--- config.mk ---
export PLATFORM = sky130hd
export DESIGN_NAME = ibuf_skew_pp
export DESIGN_NICKNAME = d
export VERILOG_FILES = /design/src/rtl/ibuf_skew_pp_pkg.sv /design/src/rtl/ibuf_lane_bank.sv /design/src/rtl/ibuf_skew_pp.sv
export SDC_FILE = /design/constraint.sdc
export NUM_CORES = 1
export LEC_CHECK = 0
export ABC_AREA = 1
export BUFFER_PORTS_ARGS = -buffer_cell sky130_fd_sc_hd__buf_2
export CAP_MARGIN = 30
export CORE_UTILIZATION = 35
export CTS_CLUSTER_DIAMETER = 120
export DETAILED_ROUTE_END_ITERATION = 6
export GPL_ROUTABILITY_DRIVEN = 0
export GPL_TIMING_DRIVEN = 0
export SYNTH_ARGS = -nofsm -noshare
export SYNTH_HDL_FRONTEND = slang
export SYNTH_SLANG_ARGS = --single-unit
--- constraint.sdc ---
create_clock -name CLK -period 6.1 [get_ports CLK]
set_input_delay 0.61 -clock CLK [delete_from_list [all_inputs] [get_ports CLK]]
set_output_delay 0.61 -clock CLK [all_outputs]
set_load 0.02 [all_outputs]
--- src/rtl/ibuf_skew_pp_pkg.sv ---
// Shared definitions for the skewed ping-pong input buffer.
// Holds the default geometry (lane count, element width, depth, tag width),
// the drain-state encoding and a helper that sizes the drain counter.
package ibuf_skew_pp_pkg;

    localparam int DEF_N     = 4;
    localparam int DEF_DW    = 8;
    localparam int DEF_DEPTH = 4;
    localparam int DEF_TW    = 4;

    typedef enum logic [0:0] {
        ST_IDLE  = 1'b0,
        ST_DRAIN = 1'b1
    } drain_state_e;

    // Drain counter must reach N+DEPTH-2; never narrower than 5 bits.
    function automatic int cnt_width(input int n, input int depth);
        int w;
        w = $clog2(n + depth);
        cnt_width = (w < 5) ? 5 : w;
    endfunction

endpackage

--- src/rtl/ibuf_lane_bank.sv ---
// One lane of the input buffer: two banks of DEPTH elements each.
// Ports:
//   clk_i    - clock (storage is intentionally not reset)
//   we_i     - write the whole lane word into bank wbank_i
//   wbank_i  - bank selected for writing
//   wdata_i  - lane word, element j at [j*DW +: DW]
//   rbank_i  - bank selected for reading
//   ridx_i   - element index to read
//   rdata_o  - selected element
module ibuf_lane_bank
    import ibuf_skew_pp_pkg::*;
#(
    parameter int DW    = DEF_DW,
    parameter int DEPTH = DEF_DEPTH,
    parameter int IW    = 2
) (
    input  logic                  clk_i,
    input  logic                  we_i,
    input  logic                  wbank_i,
    input  logic [DEPTH*DW-1:0]   wdata_i,
    input  logic                  rbank_i,
    input  logic [IW-1:0]         ridx_i,
    output logic [DW-1:0]         rdata_o
);

    logic [DEPTH*DW-1:0] bank_q [2];
    logic [DEPTH*DW-1:0] rword_s;

    // Lane word storage; a rewrite simply overwrites.
    always_ff @(posedge clk_i) begin
        if (we_i) begin
            bank_q[wbank_i] <= wdata_i;
        end
    end

    assign rword_s = bank_q[rbank_i];
    assign rdata_o = rword_s[ridx_i*DW +: DW];

endmodule

--- src/rtl/ibuf_skew_pp.sv ---
// Skewed ping-pong input buffer feeding N array rows.
// One bank is filled lane-by-lane while the other is drained diagonally:
// in drain cycle c, lane k presents element c-k (zero outside its window).
// Ports:
//   CLK, RSTN              - clock, async active-low reset
//   LOAD_EN/IDST/IWord     - write one lane word into the fill bank
//   LOAD_DONE, LOAD_RDY    - commit fill bank / fill bank available
//   START_CALC, ODST_i     - request drain of committed tile with a tag
//   IROW_o, ICOL_VALID     - skewed row (lane 0 in MSBs) and per-lane valid
//   ODST_o                 - tag of the tile being drained (held afterwards)
//   CALC_BUSY, DRAIN_DONE  - drain active / last drain cycle
//   START_ERR              - pulse after a rejected START_CALC
module ibuf_skew_pp
    import ibuf_skew_pp_pkg::*;
#(
    parameter int N     = DEF_N,
    parameter int DW    = DEF_DW,
    parameter int DEPTH = DEF_DEPTH,
    parameter int TW    = DEF_TW,
    localparam int AW   = (N > 1) ? $clog2(N) : 1,
    localparam int IW   = (DEPTH > 1) ? $clog2(DEPTH) : 1,
    localparam int CW   = cnt_width(N, DEPTH)
) (
    input  logic                 CLK,
    input  logic                 RSTN,
    input  logic                 LOAD_EN,
    input  logic [AW-1:0]        IDST,
    input  logic [DEPTH*DW-1:0]  IWord,
    input  logic                 LOAD_DONE,
    output logic                 LOAD_RDY,
    input  logic                 START_CALC,
    input  logic [TW-1:0]        ODST_i,
    output logic [N*DW-1:0]      IROW_o,
    output logic [N-1:0]         ICOL_VALID,
    output logic [TW-1:0]        ODST_o,
    output logic                 CALC_BUSY,
    output logic                 DRAIN_DONE,
    output logic                 START_ERR
);

    localparam logic [CW-1:0] C_LAST = CW'(N + DEPTH - 2);

    drain_state_e    state_q;
    logic [CW-1:0]   c_q;
    logic [1:0]      bank_full_q;
    logic            fill_sel_q;
    logic            drain_sel_q;
    logic [TW-1:0]   odst_q;
    logic            err_q;

    logic            load_rdy_s;
    logic            busy_s;
    logic            last_s;

    assign load_rdy_s = ~bank_full_q[fill_sel_q];
    assign busy_s     = (state_q == ST_DRAIN);
    assign last_s     = busy_s && (c_q == C_LAST);

    // Bank bookkeeping, drain FSM, tag capture and start-error pulse.
    // Commit targets fill_sel and free targets drain_sel; they can never be
    // the same bank in one cycle because a full fill bank blocks commits.
    always_ff @(posedge CLK or negedge RSTN) begin
        if (!RSTN) begin
            state_q     <= ST_IDLE;
            c_q         <= {CW{1'b0}};
            bank_full_q <= 2'b00;
            fill_sel_q  <= 1'b0;
            drain_sel_q <= 1'b0;
            odst_q      <= {TW{1'b0}};
            err_q       <= 1'b0;
        end else begin
            err_q <= START_CALC & (busy_s | ~bank_full_q[drain_sel_q]);

            if (LOAD_DONE && load_rdy_s) begin
                bank_full_q[fill_sel_q] <= 1'b1;
                fill_sel_q              <= ~fill_sel_q;
            end

            case (state_q)
                ST_IDLE: begin
                    if (START_CALC && bank_full_q[drain_sel_q]) begin
                        state_q <= ST_DRAIN;
                        c_q     <= {CW{1'b0}};
                        odst_q  <= ODST_i;
                    end
                end
                ST_DRAIN: begin
                    if (c_q == C_LAST) begin
                        state_q                  <= ST_IDLE;
                        c_q                      <= {CW{1'b0}};
                        bank_full_q[drain_sel_q] <= 1'b0;
                        drain_sel_q              <= ~drain_sel_q;
                    end else begin
                        c_q <= c_q + {{(CW-1){1'b0}}, 1'b1};
                    end
                end
                default: begin
                    state_q <= ST_IDLE;
                    c_q     <= {CW{1'b0}};
                end
            endcase
        end
    end

    for (genvar k = 0; k < N; k++) begin : g_lane
        logic          we_s;
        logic [CW:0]   rel_s;
        logic          valid_s;
        logic [DW-1:0] rd_s;

        assign we_s = LOAD_EN & load_rdy_s & (IDST == AW'(k));
        // rel = c - k with a borrow bit: negative means lane not yet started.
        assign rel_s   = {1'b0, c_q} - (CW+1)'(k);
        assign valid_s = busy_s & ~rel_s[CW] & (rel_s[CW-1:0] < CW'(DEPTH));

        ibuf_lane_bank #(
            .DW    (DW),
            .DEPTH (DEPTH),
            .IW    (IW)
        ) u_bank (
            .clk_i   (CLK),
            .we_i    (we_s),
            .wbank_i (fill_sel_q),
            .wdata_i (IWord),
            .rbank_i (drain_sel_q),
            .ridx_i  (IW'(rel_s)),
            .rdata_o (rd_s)
        );

        assign IROW_o[(N-1-k)*DW +: DW] = valid_s ? rd_s : {DW{1'b0}};
        assign ICOL_VALID[k]            = valid_s;
    end

    assign LOAD_RDY   = load_rdy_s;
    assign ODST_o     = odst_q;
    assign CALC_BUSY  = busy_s;
    assign DRAIN_DONE = last_s;
    assign START_ERR  = err_q;

endmodule

* After elaboration in Yosys (flattened, before gate mapping)
Memory sizes are Yosys's and may differ from the RTL's.
Cells that the tools add are included.
** Word-level totals
- Output and inout bits :: 44
- Word-level logic and storage cells :: 94
- Register bits :: 15
- Input bits :: 43
- Memories :: 4
- Memory bits (writable) :: 256
** Memories
- g_lane[0].u_bank.bank_q :: depth 2, width 32, read ports 1, clocked after Yosys merged registers in 0, wr ports 1, RTL line ibuf_lane_bank.sv:26 : logic [DEPTH*DW-1:0] bank_q [2];
- g_lane[1].u_bank.bank_q :: depth 2, width 32, read ports 1, clocked after Yosys merged registers in 0, wr ports 1, RTL line ibuf_lane_bank.sv:26
- g_lane[2].u_bank.bank_q :: depth 2, width 32, read ports 1, clocked after Yosys merged registers in 0, wr ports 1, RTL line ibuf_lane_bank.sv:26
- g_lane[3].u_bank.bank_q :: depth 2, width 32, read ports 1, clocked after Yosys merged registers in 0, wr ports 1, RTL line ibuf_lane_bank.sv:26
** Cells by class
- $lt $le $gt $ge :: 8
- Reduce and logical (&&, ||, !) cells :: 8
- Add/subtract/negate cells :: 4
- Bitwise gates (word level) :: 25
- Multiplexer cells :: 29
- Eq/ne operators :: 5
- Shift operators :: 4
** Operators by type and width (count)
- 32-bit by 6-bit variable part select with 8-bit output :: 4
- 8-bit two-way mux :: 4
- 5-bit by 3-bit < comparator with 1-bit output (second input constant) :: 4
- 1-bit two-way mux :: 16
- 1-bit AND :: 13
- 5-bit by 2-bit subtractor with 6-bit output (second input constant) :: 2
- 5-bit two-way mux :: 2
- 5-bit case mux with 2 select lines :: 1
- 1-bit NOT :: 8
- 2-bit two-way mux :: 3
- 5-bit by 1-bit subtractor with 6-bit output (second input constant) :: 1
- 5-bit by 1-bit adder with 5-bit output (second input constant) :: 1
- 5-bit by 3-bit == test with 1-bit output (second input constant) :: 1
- 1-bit logical AND :: 5
- 2-bit == test (second input constant) :: 2
- 1-bit by 2-bit < comparator with 1-bit output (second input constant) :: 2
- 2-bit AND reduction :: 2
- 2-bit AND :: 1
- 1-bit demux with 1-bit select :: 2
- 2-bit by 1-bit == test with 1-bit output (second input constant) :: 1
- 1-bit greater-or-equal comparator (second input constant) :: 2
- 2-bit logical NOT :: 1
- 2-bit inequality test (second input constant) :: 1
- 2-bit NOT :: 1
- 3 further kinds :: 3

* Logic depth before layout (Yosys ltp)
Gate-level depths: netlist of the first run.
- Word-level depth :: 9
- Depth in mapped cells :: 10
- Depth with buffers taken out :: 8

* Cells and area by module
A second synthesis of the first run with hierarchy kept.
** Second synthesis, totals
- Cells, all modules :: 1324
- Area total of the unflattened synthesis :: 12640.9 sq um
** Modules (own cells, without submodules)
- ibuf_lane_bank :: seq. area each 1921.8 sq um, times used 4, cells an instance 282, area each 2841.5 sq um
- ibuf_skew_pp :: seq. area each 375.4 sq um, times used 1, cells an instance 196, area each 1275.0 sq um

* Least setup slack after synthesis of the first run
OpenSTA, ideal clock, no wires.
- Path kind :: input -> register
- Start point :: in LOAD_EN
- End point :: mem g_lane[0].u_bank.bank_q[0][0] in the netlist's numbering, enable pin
- Library setup time :: 421 ps
- Path slack :: 3420 ps
- Stages :: 3
- Data arrival time :: 2259 ps
- Required time :: 5679 ps
- Path buffers :: 0
- Cells stage by stage :: and3_1 > nand3_1 > nor2_1
** On the way
- Cells in the longest elaborated chain, start to end :: 4
** Ends and longest elaborated chain
- from (decl) :: RTL line ibuf_skew_pp.sv:26 : input logic LOAD_EN,
- 1-bit AND (2 in series) :: RTL line ibuf_skew_pp.sv:111 : assign we_s = LOAD_EN & load_rdy_s & (IDST == AW'(k));
- 1-bit two-way mux :: RTL line ibuf_lane_bank.sv:31 : if (we_i) begin
- 1-bit two-way mux (not written as such) :: RTL line ibuf_lane_bank.sv:32 : bank_q[wbank_i] <= wdata_i;
- to (decl) :: RTL line ibuf_lane_bank.sv:26
No other way between the ends.

* Worst setup path after layout of the first run
- Start point :: reg c_q[1]
- End point :: out IROW_o[5]
** On the way
- Cells in the longest elaborated chain, start to end :: 5
- Elaborated cells between the ends (all ways) :: 7
- Those cells by class :: add/sub: 1; order compare: 1; shift: 1; mux: 1; bitwise: 3
** Ends and longest elaborated chain
- from (decl) :: RTL line ibuf_skew_pp.sv:44 : logic [CW-1:0] c_q;
- from (signal assigned) :: RTL line ibuf_skew_pp.sv:65 : c_q <= {CW{1'b0}};
- from (signal assigned) :: RTL line ibuf_skew_pp.sv:83 : c_q <= {CW{1'b0}};
- from (signal assigned) :: RTL line ibuf_skew_pp.sv:90 : c_q <= {CW{1'b0}};
- 5-bit by 2-bit subtractor with 6-bit output (*) :: RTL line ibuf_skew_pp.sv:113 : assign rel_s = {1'b0, c_q} - (CW+1)'(k);
- branches (longest 3 deep; another with 32-bit by 6-bit variable part select with 8-bit output)
- 8-bit two-way mux (*) :: RTL line ibuf_skew_pp.sv:130 : assign IROW_o[(N-1-k)*DW +: DW] = valid_s ? rd_s : {DW{1'b0}};
- to (decl) :: RTL line ibuf_skew_pp.sv:33 : output logic [N*DW-1:0] IROW_o,
Every way passes the cells marked *.

==> impl_metrics.csv, run 1 <==
group,metric,value,unit
synth,synth-seq-area-share,68.28,%
finish,drive_gt1_share,18.25,%
grt,grt_first_pass_wirelength,48.73,mm
route,first_pass_iters,5,
sta,relSlewSlack,47.61,%
synth,synthesis.nets,1154,
cts,clockRootBuffer,"clkbuf_16",
synth,mappedNetlistArea,11810,um2
sta,hold_slack,283.2,ps
synth,synth_seq_cells,271,
finish,fill_cells,3184,
critical_path,reg2reg_depth,8,
floorplan,pin_count,87,
place,dpl_worst_slack,2196,ps
sta,hold_viol_final,0,
sta,setup_violations,0,
route,totalWireLength,33.34,mm
sta,worstMarginPinSlew,785.8,ps
synth,yosysUniqueCellTypes,33,
floorplan,initial_core_util,35.93,%
floorplan,coreArea,32870,um2
sta,finalCritPeriodShare,74.28,%
grt,grt_antenna_before_repair,1,
cts,cts-htree-levels,1,
critical_path,crit_type,"reg2out",
route,wl_per_cell,19.70,um
cts,clkLatencyLatePin,550,ps
run_status,status,"complete, no violations",
floorplan,rows,66,
grt,grt_pass1_vias,7709,
cts,cts_num_sinks,271,
cts,cts_max_path_buffers,3,
finish,nets,1279,
cts,clk_pin_slew,60,ps
run,max-cap-violations,0,
cts,tritoncts,"yes",
finish,layout_commonest_cell,"nand2_1",
sta,finClkSkew,20.58,ps
floorplan,die_w,185.7,um
critical_path,arrival,3920,ps
sta,worst_slack,1569,ps
route,dr_total_vias,8311,
place,port_buffers,86,
synth,yosysWarnings,0,
power,ir_drop,289.0,uV
sta,setup_tns,0,ps
route,drc,0,
sta,period_minus_slack,4531,ps
critical_path,path_max_fanout,12,
hold_path,hp-class,"in2reg",
route,drt_iter0_drc,803,
synth,synthesis.instances,1104,
sta,max_freq,0.2207,GHz
cts,post_cts.repair.setup_buffers,0,
floorplan,die_y,185.7,um
route,ant_nets,0,
grt,grt_max_degree,31,
sta,maxSlewViolCount,0,
cts,cts_made_buffers,28,
grt,grt_usage,19.55,%
power,p_per_area,491.0,nW/um2
synth,syn_area_per_cell,10.70,um2
critical_path,cp-start-kind,"flip-flop",
critical_path,worst_setup_path_end_kind,"primary output",
floorplan,die_area,34480,um2
finish,syn_to_final_growth,17.69,%
finish,final_cell_mix,"nand2_1 (294), edfxtp_1 (256), nand3_1 (139), inv_1 (123), nor2_1 (118)",
route,via_per_inst,4.912,
place,dpl.hpwl,23.09,mm
sta,rsz0062_at_grt,"no",
power,p_leak,5.792,nW
hold_path,whs_path_depth,3,
critical_path,worstPathRequired,5490,ps
grt,grt_overflow_total,0,
-- metrics by stage --
stage / util, % / cell area [um2] / total power, mW / std cells
2_1_floorplan: - / 11810 / 4.103 / 1104
3_3_place_gp: 38.92 / 12790 / 5.197 / 1632
3_5_place_dp: 39.68 / 13040 / 5.257 / 1640
4_1_cts: 42.27 / 13890 / 6.844 / 1691
5_1_grt: 42.27 / 13890 / 7.185 / 1691
6_report: 42.28 / 13900 / 6.823 / 1692
-- sequential cells by signal, summed over array words and instances (netlist names) --
name and flops:
CALC_BUSY 1, fill_sel_q 1, drain_sel_q 1, START_ERR 1, ODST_o 4, bank_full_q 2
g_lane.u_bank.bank_q 256, c_q 5
-- logic make-up (layout without fill, tap and decap cells) --
| family | count (synthesis) | after routing | synth area share [%] |
|---|---|---|---|
| simple gates | 597 | 597 | 21.45 |
| compound gates | 42 | 42 | 1.823 |
| flops | 271 | 271 | 68.28 |
| other cells | 0 | 1 | 0 |
| buf+inv | 183 | 328 | 7.407 |
| xor+xnor | 4 | 4 | 0.2968 |
| fa+ha+maj | 7 | 7 | 0.7417 |
-- per-layer routing --
layer,track usage [%],routed length (um),vias up
li1,-,-,3879
met2,31.34,15330,393
met3,2.524,2828,49
met4,5.311,776,2
met5,0,14,-
met1,27.83,14390,3988
-- synthesized netlist by cell type, drive strengths merged --
cell	number	area (um2)
a21boi	1	7.510
a21oi	4	20.02
and2	1	6.260
and3	1	6.260
buf	50	369.1
clkbuf	5	20.01
clkinv	1	3.750
dfrtp	15	375.4
edfxtp	256	7687
ha	7	87.58
inv	127	481.7
nand2	299	1140
nand3	141	715.7
nand4	2	12.51
nor2	128	485.5
nor3	1	16.27
o21ai	35	175.2
o22ai	2	12.51
or2	24	150.1
xnor2	1	8.760
xor2	3	26.28
-- power breakdown --
part / switching, mW / internal, mW
registers: 0.0770 / 2.17
logic: 2.11 / 0.876
clock network: 0.702 / 0.885
-- final cells by class --
| type | instances | area, um2 | area share, % |
|---|---|---|---|
| clock buffer | 34 | 723.2 | 5.204 |
| sequential | 271 | 8063 | 58.02 |
| timing repair buffer | 95 | 630.6 | 4.538 |
| tap | 442 | 553.0 | 3.980 |
| buffer | 55 | 389.1 | 2.800 |
| clock inverter | 16 | 118.9 | 0.8554 |
| multi-input combinational | 650 | 2930 | 21.09 |
| antenna | 1 | 2.502 | 0.01801 |
| inverter | 128 | 485.5 | 3.494 |
-- worst max-delay path, stage by stage (launching register included) --
cell	delay, ps
dfrtp_1	440
buf_2	300
inv_2	190
buf_2	320
ha_1	340
buf_2	270
clkinv_1	480
buf_2	400
nand2_1	110
nand2_1	60
nor2_1	240
buf_2	220
-- final timing paths --
path                                       start  slack (ps)                        to
max                           c_q[1]$_DFFE_PN0P_        1570                 IROW_o[5]
min                                    ODST_i[3]         280     ODST_o[3]$_DFFE_PN0P_
max reg2reg                   c_q[1]$_DFFE_PN0P_        3080        c_q[1]$_DFFE_PN0P_
min reg2reg                ODST_o[3]$_DFFE_PN0P_         480     ODST_o[3]$_DFFE_PN0P_
max in group asynchronous                   RSTN        5340  bank_full_q[1]$_DFF_PN0_
min in group asynchronous                   RSTN         500        c_q[4]$_DFFE_PN0P_
-- timing repair --
action,CTS,global route
resized for setup,0,0
endpoints found under the hold margin,15,0
hold buffers,1,0
(Power assumes the default switching activity.)
==> run 2, diff against run 1 <==
Clock period 6.1 ns to 4.2 ns, I/O delays scaled along.
==> impl_metrics.csv, run 2 (synthesis gave the netlist of run 1 again) <==
group,metric,value,unit
critical_path,worstPathRequired,3780,ps
power,p_leak,5.794,nW
critical_path,timing.rr.start,"c_q[1]$_DFFE_PN0P_",
critical_path,reg2reg_depth,8,
run,max-cap-violations,0,
critical_path,worst_setup_path_end_kind,"primary output",
route,wl_met3,2.815,mm
run_status,status,"complete, no violations",
critical_path,path_max_fanout,12,
critical_path,critical_path.max_stage_delay,440,ps
power,ir_drop,419.7,uV
critical_path,path_cells,"buf_2 -> inv_2 -> buf_2 -> ha_1 -> buf_2 -> clkinv_2 -> buf_2 -> nand2_1 -> nand2_1 -> nor2_1 -> buf_2",
grt,grt_pass1_vias,7709,
route,totalWireLength,33.33,mm
cts,cts_made_buffers,28,
grt,grt_usage,19.55,%
critical_path,cp.buffers_inverters,7,
finish,nets,1279,
cts,cts_max_path_buffers,3,
sta,hold_slack,94.33,ps
route,wl_met1,14.38,mm
floorplan,die_area,34480,um2
finish,layout_commonest_cell,"nand2_1",
finish,antenna_cells,0,
floorplan,coreArea,32870,um2
place,port_buffers,86,
route,drt_iter0_drc,798,
place,dpl.hpwl,23.09,mm
route,via_per_inst,4.917,
critical_path,reg2reg_to,"c_q[1]$_DFFE_PN0P_",
route,wl_per_cell,19.71,um
cts,cts_num_sinks,271,
critical_path,rrSetupSlack,1410,ps
grt,grt_antenna_before_repair,1,
sta,rsz0062_at_grt,"no",
sta,finalCritPeriodShare,97.31,%
hold_path,whs_path_depth,3,
route,first_pass_iters,5,
critical_path,cp-start-kind,"flip-flop",
hold_path,holdPathEnd,"ODST_o[3]$_DFFE_PN0P_",
critical_path,slowest_stage,"dfrtp_1",
sta,setup_violations,0,
critical_path,arrival,3670,ps
route,dr.max_layer_used,"met5",
floorplan,initial_core_util,35.93,%
sta,maxSlewViolCount,0,
route,dr_total_vias,8314,
route,drc,0,
hold_path,hp-start,"ODST_i[3]",
cts,tritoncts,"yes",
grt,grt_overflow_total,0,
sta,period_minus_slack,4087,ps
route,dr_wl_met2,15.34,mm
grt,grt_first_pass_wirelength,48.73,mm
power,p_per_area,713.5,nW/um2
floorplan,rows,66,
finish,drive_gt1_share,18.33,%
floorplan,die_w,185.7,um
sta,finClkSkew,21.53,ps
cts,post_cts.repair.setup_buffers,0,
finish,design_area,13890,um2
sta,worstMarginPinSlew,773.8,ps
cts,clockRootBuffer,"clkbuf_16",
cts,clkLatencyLatePin,550,ps
critical_path,cp_top_family,"buffers and inverters",
sta,setup_tns,0,ps
power,finalPower,9.913,mW
cts,clk_pin_slew,70,ps
cts,cts-htree-levels,1,
critical_path,cp.depth,11,
sta,hold_viol_final,0,
place,place_area,13040,um2
floorplan,pin_count,87,
sta,relSlewSlack,48.41,%
finish,largest_reg_flops,256,
finish,largest_register,"g_lane.u_bank.bank_q",
sta,max_freq,0.2447,GHz
finish,syn_to_final_growth,17.68,%
finish,final_cell_mix,"nand2_1 (294), edfxtp_1 (256), nand3_1 (139), inv_1 (123), nor2_1 (118)",
critical_path,cp_common_cell,"buf_2",
hold_path,hp-class,"in2reg",
critical_path,crit_type,"reg2out",
grt,grt_max_degree,31,
floorplan,die_y,185.7,um
route,ant_nets,0,
-- run 2: cell count changes in the layout (fill, tap and decap cells not counted), sizes merged --
| cell | before | now |
|---|---|---|
| diode | 1 | 0 |
-- run 2: per-layer routing --
| layer | GRT usage (%) | up-vias |
|---|---|---|
| li1 | - | 3874 |
| met1 | 27.83 | 4003 |
| met2 | 31.34 | 384 |
| met3 | 2.524 | 51 |
| met4 | 5.311 | 2 |
| met5 | 0 | - |
-- run 2: how the worst max path moves through the flow --
stage	from	endpoint	slack, ps
floorplan	fill_sel_q$_DFFE_PN0N_	g_lane[0].u_bank.bank_q[0][0]$_DFFE_PP_	1530
global placement	fill_sel_q$_DFFE_PN0N_	g_lane[2].u_bank.bank_q[1][28]$_DFFE_PP_	-20
detailed placement	c_q[1]$_DFFE_PN0P_	IROW_o[5]	490
CTS	c_q[1]$_DFFE_PN0P_	IROW_o[5]	130
global route	c_q[1]$_DFFE_PN0P_	IROW_o[2]	0.0004
finish	c_q[1]$_DFFE_PN0P_	IROW_o[5]	110
-- run 2: tightest hold or removal path, delay by kind of cell --
kind | cells | cell delay, ps
AND/OR/NAND/NOR | 2 | 90
buffers and inverters | 1 | 80
-- run 2: stage by stage --
step,setup slack [ps],utilization [%],std cells
after global routing,0.0004441,42.28,1691
after CTS,127.0,42.28,1691
after global placement,-19.43,38.92,1632
after detailed placement,485.8,39.68,1640
final,113.2,42.28,1691
after floorplan,1526,-,1104
-- run 2: repair_timing --
item                                    4_1_cts  5_1_grt
endpoints found under the hold margin        15        0
hold buffers                                  1        0
endpoints found under the setup margin        7        0
gates resized for setup                       1        0
-- run 2: layout make-up --
cell class,instances,area [um2]
multi-input combinational,650,2930
timing repair buffer,95,630.6
inverter,128,486.7
sequential,271,8063
fill,3185,18970
clock buffer,34,723.2
buffer,55,389.1
tap,442,553.0
clock inverter,16,118.9
-- run 2: power breakdown --
part	switching [mW]	internal [mW]
Combinational	3.07	1.27
Sequential	0.112	3.15
Clock	1.02	1.29
Total	4.20	5.71
==> run 3, diff against run 2 <==
Settings changed: ABC_AREA 1 to default.
==> impl_metrics.csv, run 3 <==
group,metric,value,unit
floorplan,die_w,177.4,um
grt,grt_first_pass_wirelength,37.97,mm
critical_path,path_max_fanout,17,
sta,maxSlewViolCount,0,
critical_path,cp-start-kind,"flip-flop",
sta,setup_tns,0,ps
synth,synth-edff-count,256,
sta,finClkSkew,5.713,ps
place,dpl_worst_slack,52.17,ps
critical_path,worstPathRequired,3780,ps
cts,clkLatencyLatePin,520,ps
synth,yosysUniqueCellTypes,44,
synth,synth-async-reset-ratio,5.535,%
critical_path,timing.rr.start,"c_q[0]$_DFFE_PN0P_",
synth,synthesis.instances,506,
hold_path,hp-class,"in2reg",
run,max-cap-violations,0,
finish,design_area,12850,um2
route,via_per_inst,5.234,
critical_path,slowest_stage,"ha_1",
power,p_leak,4.442,nW
cts,cts_max_path_buffers,3,
floorplan,rows,63,
hold_path,hp-start,"ODST_i[0]",
critical_path,cp_top_family,"buffers and inverters",
cts,cts_resized,0,
synth,yosysWarnings,0,
finish,layout_commonest_cell,"edfxtp_1",
route,drt_iter0_drc,663,
synth,yosysTopAreaCellShare,71.38,%
grt,grt_max_degree,18,
finish,largest_reg_flops,256,
sta,setup_violations,0,
synth,synthTopCellsByArea,"edfxtp_1 (71%), mux4_2 (13%), dfrtp_1 (3.5%)",
sta,relSlewSlack,35.26,%
place,dp.cells,1011,
critical_path,path_cells,"buf_2 -> inv_1 -> ha_1 -> buf_2 -> mux2i_1 -> a21oi_1 -> buf_2",
grt,grt_antenna_before_repair,0,
synth,mappedNetlistArea,10770,um2
sta,hold_viol_final,0,
sta,finalCritPeriodShare,90.93,%
critical_path,cp.depth,7,
route,ant_nets,0,
power,finalPower,8.683,mW
finish,syn_to_final_growth,19.37,%
sta,hold_slack,137.8,ps
cts,tritoncts,"yes",
hold_path,whs_path_depth,2,
sta,worstMarginPinSlew,971.1,ps
grt,grt_pass1_vias,5841,
grt,grt_overflow_total,0,
grt,grt_usage,16.92,%
cts,post_cts.repair.setup_buffers,0,
synth,synth_ff_type,"edfxtp_1",
finish,nets,699,
sta,period_minus_slack,3819,ps
finish,final_util,42.92,%
run_status,status,"complete, no violations",
finish,antenna_cells,0,
floorplan,coreArea,29950,um2
finish,drive_gt1_share,40.03,%
critical_path,crit_type,"reg2out",
synth,synth-seq-area-share,74.87,%
finish,seq_area,8063,um2
cts,clk_pin_slew,60,ps
power,ir_drop,336.6,uV
cts,clockRootBuffer,"clkbuf_16",
place,place_area,12010,um2
critical_path,worst_setup_path_end_kind,"primary output",
synth,synth_most_common_cell,"edfxtp_1",
finish,final_cell_mix,"edfxtp_1 (256), buf_2 (96), mux4_2 (64), clkbuf_16 (27), mux2i_1 (26)",
synth,synth_top_cell_by_area,"edfxtp_1",
synth,synth_seq_cells,271,
synth,synthesis.nets,556,
sta,max_freq,0.2619,GHz
route,drc,0,
floorplan,die_area,31470,um2
place,port_buffers,86,
place,dpl.hpwl,17.32,mm
finish,multi_input_area,2506,um2
route,totalWireLength,25.77,mm
route,dr_total_vias,5532,
critical_path,critPathLaunch,"c_q[0]$_DFFE_PN0P_",
critical_path,arrival,3400,ps
route,wl_per_cell,24.38,um
critical_path,cp_common_cell,"buf_2",
synth,synthTopCellsByCount,"edfxtp_1 (256), mux4_2 (64), mux2i_1 (26), dfrtp_1 (15), nor3_1 (13)",
synth,syn_area_per_cell,21.28,um2
critical_path,cp.buffers_inverters,4,
finish,largest_register,"g_lane.u_bank.bank_q",
sta,worst_slack,381.1,ps
floorplan,pin_count,87,
finish,fin_cells,1057,
floorplan,die_y,177.4,um
cts,cts_num_sinks,271,
route,first_pass_iters,5,
cts,cts_made_buffers,27,
floorplan,initial_core_util,35.95,%
sta,rsz0062_at_grt,"no",
power,p_per_area,675.4,nW/um2
cts,cts-htree-levels,1,
critical_path,reg2reg_depth,5,
finish,fill_cells,2600,
critical_path,critical_path.max_stage_delay,780,ps
## run 3: cell count changes in the layout (fill, tap and decap cells not counted), moves of 9 or more
cell | before | now
a22o_1 | 0 | 11
buf_2 | 110 | 96
buf_4 | 10 | 24
inv_1 | 123 | 7
mux2i_1 | 0 | 26
mux4_2 | 0 | 64
nand2_1 | 294 | 3
nand3_1 | 139 | 1
nor2_1 | 118 | 6
nor3_1 | 0 | 9
o21ai_0 | 26 | 2
or2_2 | 24 | 2
## run 3: what timing repair did
action | in CTS | in global routing
pin swaps | 0 | 0
hold buffers | 1 | 0
hold endpoints to repair | 15 | 0
endpoints found under the setup margin | 10 | 1
## run 3: path summary, 6_finish.rpt
kind,slack (ps),end
setup / recovery,380,IROW_o[7]
setup reg to reg,1690,c_q[1]$_DFFE_PN0P_
max in group asynchronous,3620,c_q[0]$_DFFE_PN0P_
hold reg to reg,520,ODST_o[0]$_DFFE_PN0P_
hold / removal,140,ODST_o[0]$_DFFE_PN0P_
min in group asynchronous,330,ODST_o[3]$_DFFE_PN0P_
## run 3: report_power, final
group          switching (mW)  internal, mW  leakage [nW]
combinational            1.95          1.29          1.55
clock                   0.998          1.31         0.414
sequential             0.0591          3.08          2.48
## run 3: area by class of cell
class                           instances  share of cell area [%]
Clock buffer                           30                   5.344
Buffer                                 31                   1.674
Clock inverter                         17                   1.236
Multi-Input combinational cell        194                   19.50
Sequential cell                       271                   62.72
Timing Repair Buffer                  116                   5.499
Inverter                                8                  0.2336
Tap cell                              390                   3.796
## run 3: logic make-up after synthesis
logic type      synth area share, %
buf+inv                       2.347
fa+ha+maj                    0.8133
xor+xnor                     0.3254
flops                         74.87
simple gates                  2.951
compound gates                2.370
mux                           16.32
## run 3: metal layers
metal  vias up  GRT usage [%]  wire length [um]
li1       2389              -                 -
met2       175          28.73             12960
met1      2929          22.90             11080
met5         -              0                 0
met4         0          4.167               439
met3        39          2.399              1295
